<file path="config.mk">
export PLATFORM = sky130hd
export DESIGN_NAME = adc_dma_packetizer_flat
export DESIGN_NICKNAME = d
export VERILOG_FILES = /design/src/rtl/adc_dma_packetizer_if.sv /design/src/rtl/adc_dma_packetizer.sv /design/src/flat_wrapper.sv
export SDC_FILE = /design/constraint.sdc
export NUM_CORES = 1
export LEC_CHECK = 0
export BUFFER_PORTS_ARGS = -buffer_cell sky130_fd_sc_hd__clkbuf_2
export CAP_MARGIN = 20
export CORE_UTILIZATION = 55
export CTS_BUF_LIST = sky130_fd_sc_hd__clkbuf_8
export DETAILED_ROUTE_END_ITERATION = 10
export PLACE_DENSITY_LB_ADDON = 0.25
export SLEW_MARGIN = 25
export SYNTH_ARGS = -nofsm -noshare
export SYNTH_HDL_FRONTEND = slang
export SYNTH_SLANG_ARGS = --single-unit
export TNS_END_PERCENT = 10
</file>
<file path="constraint.sdc">
create_clock -name clk -period 5.5 [get_ports clk]
set_input_delay 0.55 -clock clk [delete_from_list [all_inputs] [get_ports clk]]
set_output_delay 0.55 -clock clk [all_outputs]
set_load 0.02 [all_outputs]
</file>
<file path="src/rtl/adc_dma_packetizer_if.sv">
// AXI-Stream style bundle used for the packetizer's input and output ports.
// Signals: tdata, tvalid, tready, tlast; master drives data, slave drives ready.
interface adc_dma_packetizer_if #(
    parameter int DW = 32
);
    logic [DW-1:0] tdata;
    logic          tvalid;
    logic          tready;
    logic          tlast;

    modport master (output tdata, tvalid, tlast, input tready);
    modport slave  (input tdata, tvalid, tlast, output tready);
endinterface

</file>
<file path="src/rtl/adc_dma_packetizer.sv">
// Cuts the ADC readout stream into fixed-length packets with TLAST, padding
// with zero words on a mid-packet disable. Optional header beat carrying
// {seq, len} is compiled in when ADC_PKT_HEADER_EN is defined.
// Ports: clk, rst (async, active-low), enable, pkt_len, s_axis (slave),
//        m_axis (master), pkt_count (TLAST handshakes), pad_count (padded pkts).
module adc_dma_packetizer #(
    parameter int DATA_WIDTH = 32,
    parameter int LEN_WIDTH  = 16
) (
    input  logic                 clk,
    input  logic                 rst,
    input  logic                 enable,
    input  logic [LEN_WIDTH-1:0] pkt_len,
    adc_dma_packetizer_if.slave  s_axis,
    adc_dma_packetizer_if.master m_axis,
    output logic [31:0]          pkt_count,
    output logic [15:0]          pad_count
);

`ifdef ADC_PKT_HEADER_EN
    typedef enum logic [1:0] {IDLE = 2'd0, HDR = 2'd1, DATA = 2'd2, PAD = 2'd3} state_t;
    logic [LEN_WIDTH-1:0] seq_q, seq_d;
`else
    typedef enum logic [1:0] {IDLE = 2'd0, DATA = 2'd2, PAD = 2'd3} state_t;
`endif

    localparam logic [LEN_WIDTH-1:0] ONE = {{(LEN_WIDTH-1){1'b0}}, 1'b1};

    state_t                state_q, state_d;
    logic [LEN_WIDTH-1:0]  len_q, len_d;
    logic [LEN_WIDTH-1:0]  cnt_q, cnt_d;
    logic [DATA_WIDTH-1:0] out_data_q, sk_data_q;
    logic                  out_valid_q, out_last_q;
    logic                  sk_valid_q, sk_last_q;
    logic [31:0]           pkt_cnt_q;
    logic [15:0]           pad_cnt_q;

    logic                  push, push_last, s_ready, pad_inc;
    logic [DATA_WIDTH-1:0] push_data;
    logic                  free, pop, beat_last;

    // A push is only allowed while the skid slot is empty, so the two
    // entries can never overflow.
    assign free      = !sk_valid_q;
    assign pop       = out_valid_q && m_axis.tready;
    assign beat_last = (cnt_q == len_q - ONE);

    assign s_axis.tready = s_ready;
    assign m_axis.tdata  = out_data_q;
    assign m_axis.tvalid = out_valid_q;
    assign m_axis.tlast  = out_last_q;
    assign pkt_count     = pkt_cnt_q;
    assign pad_count     = pad_cnt_q;

    always_comb begin
        state_d   = state_q;
        len_d     = len_q;
        cnt_d     = cnt_q;
        push      = 1'b0;
        push_data = '0;
        push_last = 1'b0;
        s_ready   = 1'b0;
        pad_inc   = 1'b0;
`ifdef ADC_PKT_HEADER_EN
        seq_d     = seq_q;
`endif
        unique case (state_q)
            IDLE: begin
                if (enable) begin
                    len_d = (pkt_len == '0) ? ONE : pkt_len;
                    cnt_d = '0;
`ifdef ADC_PKT_HEADER_EN
                    state_d = HDR;
`else
                    state_d = DATA;
`endif
                end
            end
`ifdef ADC_PKT_HEADER_EN
            HDR: begin
                if (free) begin
                    push      = 1'b1;
                    push_data = {{(DATA_WIDTH-2*LEN_WIDTH){1'b0}}, seq_q, len_q};
                    seq_d     = seq_q + ONE;
                    state_d   = DATA;
                end
            end
`endif
            DATA: begin
                s_ready = free;
                if (s_axis.tvalid && free) begin
                    push      = 1'b1;
                    push_data = s_axis.tdata;
                    push_last = beat_last;
                    cnt_d     = cnt_q + ONE;
                    // A final beat taken with enable low still closes normally.
                    if (beat_last)    state_d = IDLE;
                    else if (!enable) state_d = PAD;
                end else if (!enable) begin
                    state_d = PAD;
                end
            end
            PAD: begin
                if (free) begin
                    push      = 1'b1;
                    push_last = beat_last;
                    cnt_d     = cnt_q + ONE;
                    if (beat_last) begin
                        pad_inc = 1'b1;
                        state_d = IDLE;
                    end
                end
            end
            default: state_d = IDLE;
        endcase
    end

    always_ff @(posedge clk or negedge rst) begin
        if (!rst) begin
            state_q     <= IDLE;
            len_q       <= ONE;
            cnt_q       <= '0;
            out_data_q  <= '0;
            out_valid_q <= 1'b0;
            out_last_q  <= 1'b0;
            sk_data_q   <= '0;
            sk_valid_q  <= 1'b0;
            sk_last_q   <= 1'b0;
            pkt_cnt_q   <= '0;
            pad_cnt_q   <= '0;
`ifdef ADC_PKT_HEADER_EN
            seq_q       <= '0;
`endif
        end else begin
            state_q <= state_d;
            len_q   <= len_d;
            cnt_q   <= cnt_d;
`ifdef ADC_PKT_HEADER_EN
            seq_q   <= seq_d;
`endif
            // Output register refills from the skid slot first to keep order.
            if (!out_valid_q || pop) begin
                if (sk_valid_q) begin
                    out_data_q  <= sk_data_q;
                    out_last_q  <= sk_last_q;
                    out_valid_q <= 1'b1;
                    sk_valid_q  <= 1'b0;
                end else begin
                    out_valid_q <= push;
                    out_last_q  <= push && push_last;
                    if (push) out_data_q <= push_data;
                end
            end else if (push) begin
                sk_data_q  <= push_data;
                sk_last_q  <= push_last;
                sk_valid_q <= 1'b1;
            end
            if (pop && out_last_q)
                pkt_cnt_q <= pkt_cnt_q + 32'd1;
            if (pad_inc && pad_cnt_q != 16'hFFFF)
                pad_cnt_q <= pad_cnt_q + 16'd1;
        end
    end

endmodule

</file>
<file path="src/flat_wrapper.sv">
// flat-port wrapper written by rule: the top's interface ports become plain ports
module adc_dma_packetizer_flat 
#(
    parameter int DATA_WIDTH = 32,
    parameter int LEN_WIDTH  = 16
)
  (clk, rst, enable, pkt_len, pkt_count, pad_count, s_axis_tdata, s_axis_tvalid, s_axis_tlast, s_axis_tready, m_axis_tdata, m_axis_tvalid, m_axis_tlast, m_axis_tready);
  adc_dma_packetizer_if #(.DW(32)) s_axis_i ();
  adc_dma_packetizer_if #(.DW(32)) m_axis_i ();
  input  logic clk;
  input  logic rst;
  input  logic enable;
  input  logic [LEN_WIDTH-1:0] pkt_len;
  output logic [31:0] pkt_count;
  output logic [15:0] pad_count;
  input wire logic [$bits(s_axis_i.tdata)-1:0] s_axis_tdata;
  input wire logic [$bits(s_axis_i.tvalid)-1:0] s_axis_tvalid;
  input wire logic [$bits(s_axis_i.tlast)-1:0] s_axis_tlast;
  output wire logic [$bits(s_axis_i.tready)-1:0] s_axis_tready;
  output wire logic [$bits(m_axis_i.tdata)-1:0] m_axis_tdata;
  output wire logic [$bits(m_axis_i.tvalid)-1:0] m_axis_tvalid;
  output wire logic [$bits(m_axis_i.tlast)-1:0] m_axis_tlast;
  input wire logic [$bits(m_axis_i.tready)-1:0] m_axis_tready;
  assign s_axis_i.tdata = s_axis_tdata;
  assign s_axis_i.tvalid = s_axis_tvalid;
  assign s_axis_i.tlast = s_axis_tlast;
  assign s_axis_tready = s_axis_i.tready;
  assign m_axis_tdata = m_axis_i.tdata;
  assign m_axis_tvalid = m_axis_i.tvalid;
  assign m_axis_tlast = m_axis_i.tlast;
  assign m_axis_i.tready = m_axis_tready;
  adc_dma_packetizer #(.DATA_WIDTH(DATA_WIDTH), .LEN_WIDTH(LEN_WIDTH)) u_core (.clk(clk), .rst(rst), .enable(enable), .pkt_len(pkt_len), .s_axis(s_axis_i), .m_axis(m_axis_i), .pkt_count(pkt_count), .pad_count(pad_count));
endmodule
</file>
# Word level (Yosys, flattened, before mapping)
# Cells that the tools add are included.
[totals]
elab_cells = 72
ff_bits = 150
inputBits = 54
output_inout_bits = 83
[classes]
muxes = 30
n_eq_ne = 8
bitwise_logic = 1
n_addsub = 4
n_reduce_logical = 18
[ops]
columns = ["cell", "count"]
rows = [
  ["$mux 32", 4],
  ["$mux 16", 4],
  ["$pmux 16 s3", 1],
  ["$add 16x1->16 const B", 2],
  ["$add 32x1->32 const B", 1],
  ["$eq 16x16->1", 1],
  ["$logic_not 16->1", 1],
  ["$ne 16x16->1 const B", 1],
  ["$sub 16x1->16 const B", 1],
  ["$mux 1", 12],
  ["$mux 2", 6],
  ["$pmux 2 s3", 1],
  ["$reduce_and 2->1", 3],
  ["$logic_and 1x1->1", 5],
  ["$eq 2x2->1 const B", 2],
  ["$ne 2x1->1 const B", 2],
  ["$ne 2x2->1 const B", 2],
  ["$pmux 1 s2", 2],
  ["$reduce_and 4->1", 1],
  ["$reduce_bool 2->1", 2],
  ["$reduce_and 3->1", 1],
  ["$reduce_bool 3->1", 1],
  ["$logic_not 1->1", 2],
  ["$logic_not 2->1", 1],
  ["2 further kinds", 2],
]

# Longest topological paths before layout
# Gate-level depths: netlist of run 1.
[depth]
depth_word = 6
mapped_depth = 12
depth_no_buf = 9

# Least setup slack after synthesis of run 1
# No wires, ideal clock.
[synth_timing]
kind = "register to register"
from = "reg u_core.len_q[0]"
to = "reg u_core.pad_cnt_q[8], in the netlist u_core.pad_count[8]"
path_slack_ns = 2.373
required_time_ns = 5.370
setup_time_ns = 0.130
period_less_slack_ns = 3.127
n_path_buf = 3
stages_incl_launch_ff = 13
t_arrival_ns = 2.997
cell_sequence = "dfstp_2 > buf_6 > inv_1 > ha_1 > buf_6 > xor2_1 > o31a_1 > o32a_1 > or4bb_2 > nor4_4 > buf_6 > nand4_1 > xnor2_1"
[synth_via]
elab_chain_len = 6
[synth_rtl]
columns = ["element", "line", "source"]
rows = [
  ["start: declaration", "adc_dma_packetizer.sv:30", "logic [LEN_WIDTH-1:0] len_q, len_d;"],
  ["start signal: assignment", "adc_dma_packetizer.sv:136", "len_q <= len_d;"],
  ["$sub 16x1->16", "adc_dma_packetizer.sv:46", "assign beat_last = (cnt_q == len_q - ONE);"],
  ["$eq 16x16->1", "adc_dma_packetizer.sv:46", ""],
  ["$mux 1", "adc_dma_packetizer.sv:108", "if (beat_last) begin"],
  ["$mux 1", "adc_dma_packetizer.sv:104", "if (free) begin"],
  ["$mux 1", "adc_dma_packetizer.sv:67", "unique case (state_q)"],
  ["$logic_and 1x1->1", "adc_dma_packetizer.sv:160", "if (pad_inc && pad_cnt_q != 16'hFFFF)"],
  ["end signal: assignment", "adc_dma_packetizer.sv:161", "pad_cnt_q <= pad_cnt_q + 16'd1;"],
  ["end: declaration", "adc_dma_packetizer.sv:36", "logic [15:0] pad_cnt_q;"],
]
# Every way passes these cells.
# A chain may end at the register's enable or synchronous reset.

# Worst setup path in the final report of run 1
[layout_timing]
from = "reg u_core.len_q[0]"
to = "reg u_core.pad_cnt_q[1], in the netlist u_core.pad_count[1]"
# Same word-level chain as after synthesis.

==> results.yml, run 1 <==
outcome:
  status: "complete, no violations"
hold_path:
  hold_path.class: "input port to asynchronous set/reset pin"
cts:
  clock_tree.htree_level_count: 4
  cts-root-to-sink-buffers: 2
  tritoncts: "done"
  cts_repair_resize_count: 0
  clk_transition_reported_paths_ns: 0.08
  cts-hold-fix-buffers: 0
  cts.repair_timing.setup_buffer_count: 0
  clk-insertion-delay-late_ns: 0.45
  clock_sink_count: 150
  clock_tree.root_cell: "sky130_fd_sc_hd__clkbuf_8"
  cts-buffers-inserted: 17
floorplanning:
  coreArea_mm2: 0.0126
  die_w_um: 116
  floorplan.initialDensity_pct: 56.6
  die-area_mm2: 0.0135
  ioPinCount: 137
  rows: 41
  die_y_um: 116
worst_setup_path:
  arrival_ns: 3.92
  critPathCaptureType: "flop"
  timing.rr.start: "u_core.len_q[0]"
  reg2reg_to: "u_core.pad_count[1]"
  setup.worst_path.start_class: "flop"
  reg2regPathDepth: 8
  worstPathRequired_ns: 5.84
  worst-setup-path-type: "flop to flop"
  worstPathMaxFanout: 15
  timing.reg2reg.setup_slack_ns: 1.92
run:
  drv_cap: 0
timing:
  report.final.setup_viol: 0
  timing.final.crit_period_ns: 3.58
  hold_ws_ns: 0.187
  final.period_utilization_pct: 65.1
  rsz0062_at_grt: "no"
  timing.final.hold_violations: 0
  clock.fmax_mhz: 279
  slew-limit-headroom_pct: 45.3
  totalNegativeSetupSlack_ns: 0
  timing_worst_slew_pin_value_ns: 0.815
  clock_skew_ns: 0.0163
  setup_ws_ns: 1.92
  report.final.slew_viol_count: 0
power_and_ir_drop:
  static-leakage-power_uw: 0.00375
  p_per_area_mw_per_mm2: 313
  power.ir.vdd_worst_v: 0.000187
yosys:
  ys_warn_count: 0
  ys_ff_latch: 150
  largest_area_contributor_in_the_synthesized_netlist: "sky130_fd_sc_hd__dfrtp_1"
  synth.most_common_cell: "sky130_fd_sc_hd__dfrtp_1"
  synth_cell_type_count: 59
  synth-async-reset-ratio_pct: 100
  synthDominantCellAreaShare_pct: 52.2
  synth_top_cells_by_count: "sky130_fd_sc_hd__dfrtp_1, sky130_fd_sc_hd__nand2_1, sky130_fd_sc_hd__o21ai_0"
  synth_enable_flop_cells: 0
  postSynthCellCount: 716
  synth-main-ff-cell: "sky130_fd_sc_hd__dfrtp_1"
  synth_seq_area_share_pct: 52.5
  synth_area_leaders: "sky130_fd_sc_hd__dfrtp_1, sky130_fd_sc_hd__nand2_1, sky130_fd_sc_hd__xnor2_1"
  mappedNetlistArea_mm2: 0.00715
  postSynthAreaPerCell_um2: 9.98
  total_nets_after_synthesis: 774
detailed_routing:
  wl_met3_um: 853
  met2_length_mm: 7.74
  routed.top_layer: "met4"
  wire_per_inst_um: 15.6
  initialDrtViolationCount: 405
  drt_wl_total_mm: 15.8
  drt_drc_violations_left: 0
  met1_length_mm: 6.81
  detailroute.via_count: 5707
  firstDrtPassIters: 7
  route.detailed.vias_per_inst: 5.63
  ant_nets: 0
final_layout:
  post-route-util_pct: 65.8
  ratio_of_cells_with_drive_above_1_in_the_final_layout_pct: 25.2
  layout.nets: 887
  antenna_cells_inserted: 0
  syn_to_final_growth_pct: 16.2
  fillers: 1033
global_route:
  grt_first_pass_wirelength_mm: 26.2
  global_route.usage.total_pct: 25.0
  pin_count_of_the_biggest_net_entering_global_routing: 102
  via_count_of_the_first_global_routing_pass: 5470
  globalRouteOverflowTotal: 0
  antenna_found_initial: 0
placed_design:
  placement.setup.worst_slack_ns: 1.92
  port-buffer-count: 135
  post_detail_place_hpwl_mm: 10.8
  finalWeightedCongestion: 0.871
-- registers in the layout, indices dropped and copies added, names as in the netlist --
signal / flops
u_core.sk_valid_q: 1
u_core.sk_last_q: 1
u_core.len_q: 16
u_core.pad_count: 16
u_core.m_axis.tlast: 1
u_core.m_axis.tdata: 32
u_core.cnt_q: 16
u_core.m_axis.tvalid: 1
u_core.pkt_count: 32
u_core.state_q: 2
u_core.sk_data_q: 32
-- layer usage --
layer | vias up | global-route usage, %
met5 | - | 0
met4 | 0 | 11.0
met3 | 34 | 6.75
met2 | 155 | 39.3
met1 | 2794 | 32.6
li1 | 2724 | -
-- per-stage QoR --
stage	total power [µW]	area, µm²	instances
after floorplan	1600	7150	716
after global placement	1730	7880	982
after detailed placement	1750	7880	982
after CTS	2610	8290	1013
after global routing	2730	8300	1013
final	2600	8300	1013
-- cell families after synthesis --
family	synth area share (%)
flops	52.5
xor+xnor	8.70
simple gates	18.7
mux	3.27
fa+ha+maj	0.700
compound gates	12.9
buf+inv	3.22
-- worst max-delay path by stage --
stage	slack, ns	cells past startpoint	start	to
2_1_floorplan	2.37	12	u_core.len_q[0]	u_core.pad_count[8]
6_report	1.92	8	u_core.len_q[0]	u_core.pad_count[1]
5_1_grt	1.77	9	u_core.len_q[0]	u_core.pad_count[11]
3_5_place_dp	1.92	8	u_core.len_q[0]	u_core.pad_count[1]
3_3_place_gp	1.99	8	u_core.len_q[0]	u_core.pad_count[1]
4_1_cts	1.92	8	u_core.len_q[0]	u_core.pad_count[1]
-- cell type report --
type	count	area (µm²)	share of cell area [%]
clock buffers	23	317	3.81
clock inverters	8	97.6	1.18
inverters	8	30.0	0.362
multi-input cells	514	3180	38.3
flip-flops and latches	150	3750	45.2
well taps	172	215	2.59
repair buffers	138	707	8.51
-- power by group --
part	internal, µW	switching (µW)	total [µW]
registers	1180	101	1280
clock network	471	400	871
logic	169	275	444
-- placed cells by master, fill, tap and decap left out, types with 3 or more instances in the layout --
cell and instances:
sky130_fd_sc_hd__xnor2_1 52, sky130_fd_sc_hd__nor2b_1 6, sky130_fd_sc_hd__nand2_1 134, sky130_fd_sc_hd__or2_2 5, sky130_fd_sc_hd__mux2_2 19, sky130_fd_sc_hd__nor4_1 10
sky130_fd_sc_hd__clkbuf_2 134, sky130_fd_sc_hd__dfrtp_1 149, sky130_fd_sc_hd__or3_1 7, sky130_fd_sc_hd__clkbuf_8 24, sky130_fd_sc_hd__buf_4 3, sky130_fd_sc_hd__o21ai_0 76
sky130_fd_sc_hd__nand2b_1 5, sky130_fd_sc_hd__inv_1 10, sky130_fd_sc_hd__a21oi_1 13, sky130_fd_sc_hd__a22oi_1 33, sky130_fd_sc_hd__o211ai_1 3, sky130_fd_sc_hd__xor2_1 19
sky130_fd_sc_hd__nand3_1 16, sky130_fd_sc_hd__and3_1 8, sky130_fd_sc_hd__nor3_1 5, sky130_fd_sc_hd__and4_1 5, sky130_fd_sc_hd__nand4_1 22, sky130_fd_sc_hd__ha_1 4
sky130_fd_sc_hd__nor2_1 30
-- critical path: stages (launching register included) --
cell                      delay (ns)
sky130_fd_sc_hd__dfstp_2        0.60
sky130_fd_sc_hd__inv_1          0.06
sky130_fd_sc_hd__ha_1           0.33
sky130_fd_sc_hd__xor2_1         0.21
sky130_fd_sc_hd__o31a_1         0.25
sky130_fd_sc_hd__o32a_1         0.32
sky130_fd_sc_hd__or4bb_2        0.67
sky130_fd_sc_hd__nor4_4         0.63
sky130_fd_sc_hd__mux2_2         0.41
Note: power is estimated with default switching activity, not from simulation.
==> run 2, diff against run 1 <==
clock period = 3.4 ns   (was 5.5 ns; I/O delays follow)
==> results.yml, run 2 (synthesis results as in run 1) <==
power_and_ir_drop:
  power_switching_share_pct: 30.6
  power.ir.vdd_worst_v: 0.000298
  static-leakage-power_uw: 0.00378
  p_per_area_mw_per_mm2: 503
  power.sequential.fraction_pct: 49.4
  internal_cell_power_uw: 2920
  combinationalPowerShare_pct: 17.3
  p_clk_share_pct: 33.3
  power.switching_uw: 1290
timing:
  timing.final.hold_violations: 0
  report.final.slew_viol_count: 0
  totalNegativeSetupSlack_ns: 0
  clock_skew_ns: 0.0134
  report.final.setup_viol: 0
  timing_worst_slew_pin_value_ns: 0.991
  clock.fmax_mhz: 310
  timing.final.crit_period_ns: 3.22
  setup_ws_ns: 0.179
  slew-limit-headroom_pct: 33.7
  final.period_utilization_pct: 94.7
  rsz0062_at_grt: "no"
worst_setup_path:
  critPathCaptureType: "flop"
  timing.rr.start: "u_core.len_q[0]"
  crit_path_start: "u_core.len_q[0]"
  arrival_ns: 3.56
  worstPathRequired_ns: 3.74
  worst-setup-path-type: "flop to flop"
  worstPathMaxFanout: 15
  setup.worst_path.start_class: "flop"
  timing.reg2reg.setup_slack_ns: 0.18
floorplanning:
  die_w_um: 116
  floorplan.initialDensity_pct: 56.6
  coreArea_mm2: 0.0126
  die_y_um: 116
  rows: 41
  die-area_mm2: 0.0135
  ioPinCount: 137
final_layout:
  ff_latch_area_mm2: 0.00375
  final_common_cell: "sky130_fd_sc_hd__dfrtp_1"
  syn_to_final_growth_pct: 17.2
  layout_common_cells: "sky130_fd_sc_hd__dfrtp_1, sky130_fd_sc_hd__nand2_1, sky130_fd_sc_hd__clkbuf_2"
  antenna_cells_inserted: 0
  post-route-util_pct: 66.3
  layout.nets: 893
  ratio_of_cells_with_drive_above_1_in_the_final_layout_pct: 25.8
  fillers: 1032
  multi_input_comb_area_mm2: 0.00318
detailed_routing:
  firstDrtPassIters: 5
  drt_drc_violations_left: 0
  ant_nets: 0
  drt_wl_total_mm: 16.0
  initialDrtViolationCount: 330
  route.detailed.vias_per_inst: 5.54
  detailroute.via_count: 5646
  wire_per_inst_um: 15.7
placed_design:
  port-buffer-count: 135
  finalWeightedCongestion: 0.850
  placement.setup.worst_slack_ns: 0.201
  post_detail_place_hpwl_mm: 11.1
cts:
  cts-root-to-sink-buffers: 2
  clock_sink_count: 150
  clk_transition_reported_paths_ns: 0.08
  clk-insertion-delay-late_ns: 0.46
  tritoncts: "done"
  cts-buffers-inserted: 17
  cts.repair_timing.setup_buffer_count: 0
  clock_tree.htree_level_count: 4
  clock_tree.root_cell: "sky130_fd_sc_hd__clkbuf_8"
global_route:
  antenna_found_initial: 0
  global_route.usage.total_pct: 25.0
  grt_first_pass_wirelength_mm: 26.0
  pin_count_of_the_biggest_net_entering_global_routing: 82
  globalRouteOverflowTotal: 0
  via_count_of_the_first_global_routing_pass: 5466
hold_path:
  holdCritStartpoint: "s_axis_tdata[11]"
  hold_path.class: "input port to flop"
run:
  drv_cap: 0
outcome:
  status: "complete, no violations"
run 2: path summary, 6_finish.rpt:
kind                                           end  cells after the start
hold reg to reg             u_core.m_axis.tdata[9]                      2
hold / removal                u_core.sk_data_q[11]                      3
setup reg to reg               u_core.pad_count[1]                      9
min in group asynchronous         u_core.len_q[10]                      2
max in group asynchronous  u_core.m_axis.tdata[20]                      3
setup / recovery               u_core.pad_count[1]                      9
run 2: final cells by class:
class                      instances  area share, %
clock inverter                    11           1.48
tap                              172           2.57
timing repair buffer             144           9.28
sequential                       150           44.8
multi-input combinational        514           38.0
inverter                           8          0.359
clock buffer                      21           3.45
run 2: metal layers:
metal	part of all wire [%]	track usage, %	vias up
met5	0	0	-
met4	2.6	11.1	0
met3	5.1	6.64	37
met2	50	40.5	148
met1	43	31.7	2719
li1	-	-	2742
run 2: repair_timing:
action / CTS / global route
hold buffers: 1 / 0
hold endpoints to repair: 68 / 0
gates resized for setup: 0 / 1
setup endpoints to repair: 0 / 1
run 2: through the flow:
stage	instances	instance area [µm²]	total power (µW)	hold slack, ns
6_report	1020	8370	4210	0.113
5_1_grt	1020	8370	4420	0.110
4_1_cts	1020	8360	4240	0.0929
3_5_place_dp	987	7940	2830	0.392
3_3_place_gp	987	7940	2800	0.384
2_1_floorplan	716	7150	2580	0.0444
run 2: power by group through the flow:
stage               sequential, µW  clock, µW  combinational [µW]
global placement              2100          0                 696
global route                  2100       1500                 820
finish                        2080       1400                 730
CTS                           2080       1440                 727
floorplan                     2110          0                 472
detailed placement            2110          0                 722
run 2: worst max-delay path, cell delays in order (launching register included):
cell                      delay, ns
sky130_fd_sc_hd__dfstp_2       0.61
sky130_fd_sc_hd__inv_1         0.06
sky130_fd_sc_hd__ha_1          0.27
sky130_fd_sc_hd__xor2_1        0.18
sky130_fd_sc_hd__o31a_1        0.25
sky130_fd_sc_hd__o32a_1        0.29
sky130_fd_sc_hd__or4bb_2       0.67
sky130_fd_sc_hd__nor4_4        0.26
sky130_fd_sc_hd__buf_12        0.19
sky130_fd_sc_hd__mux2_2        0.33
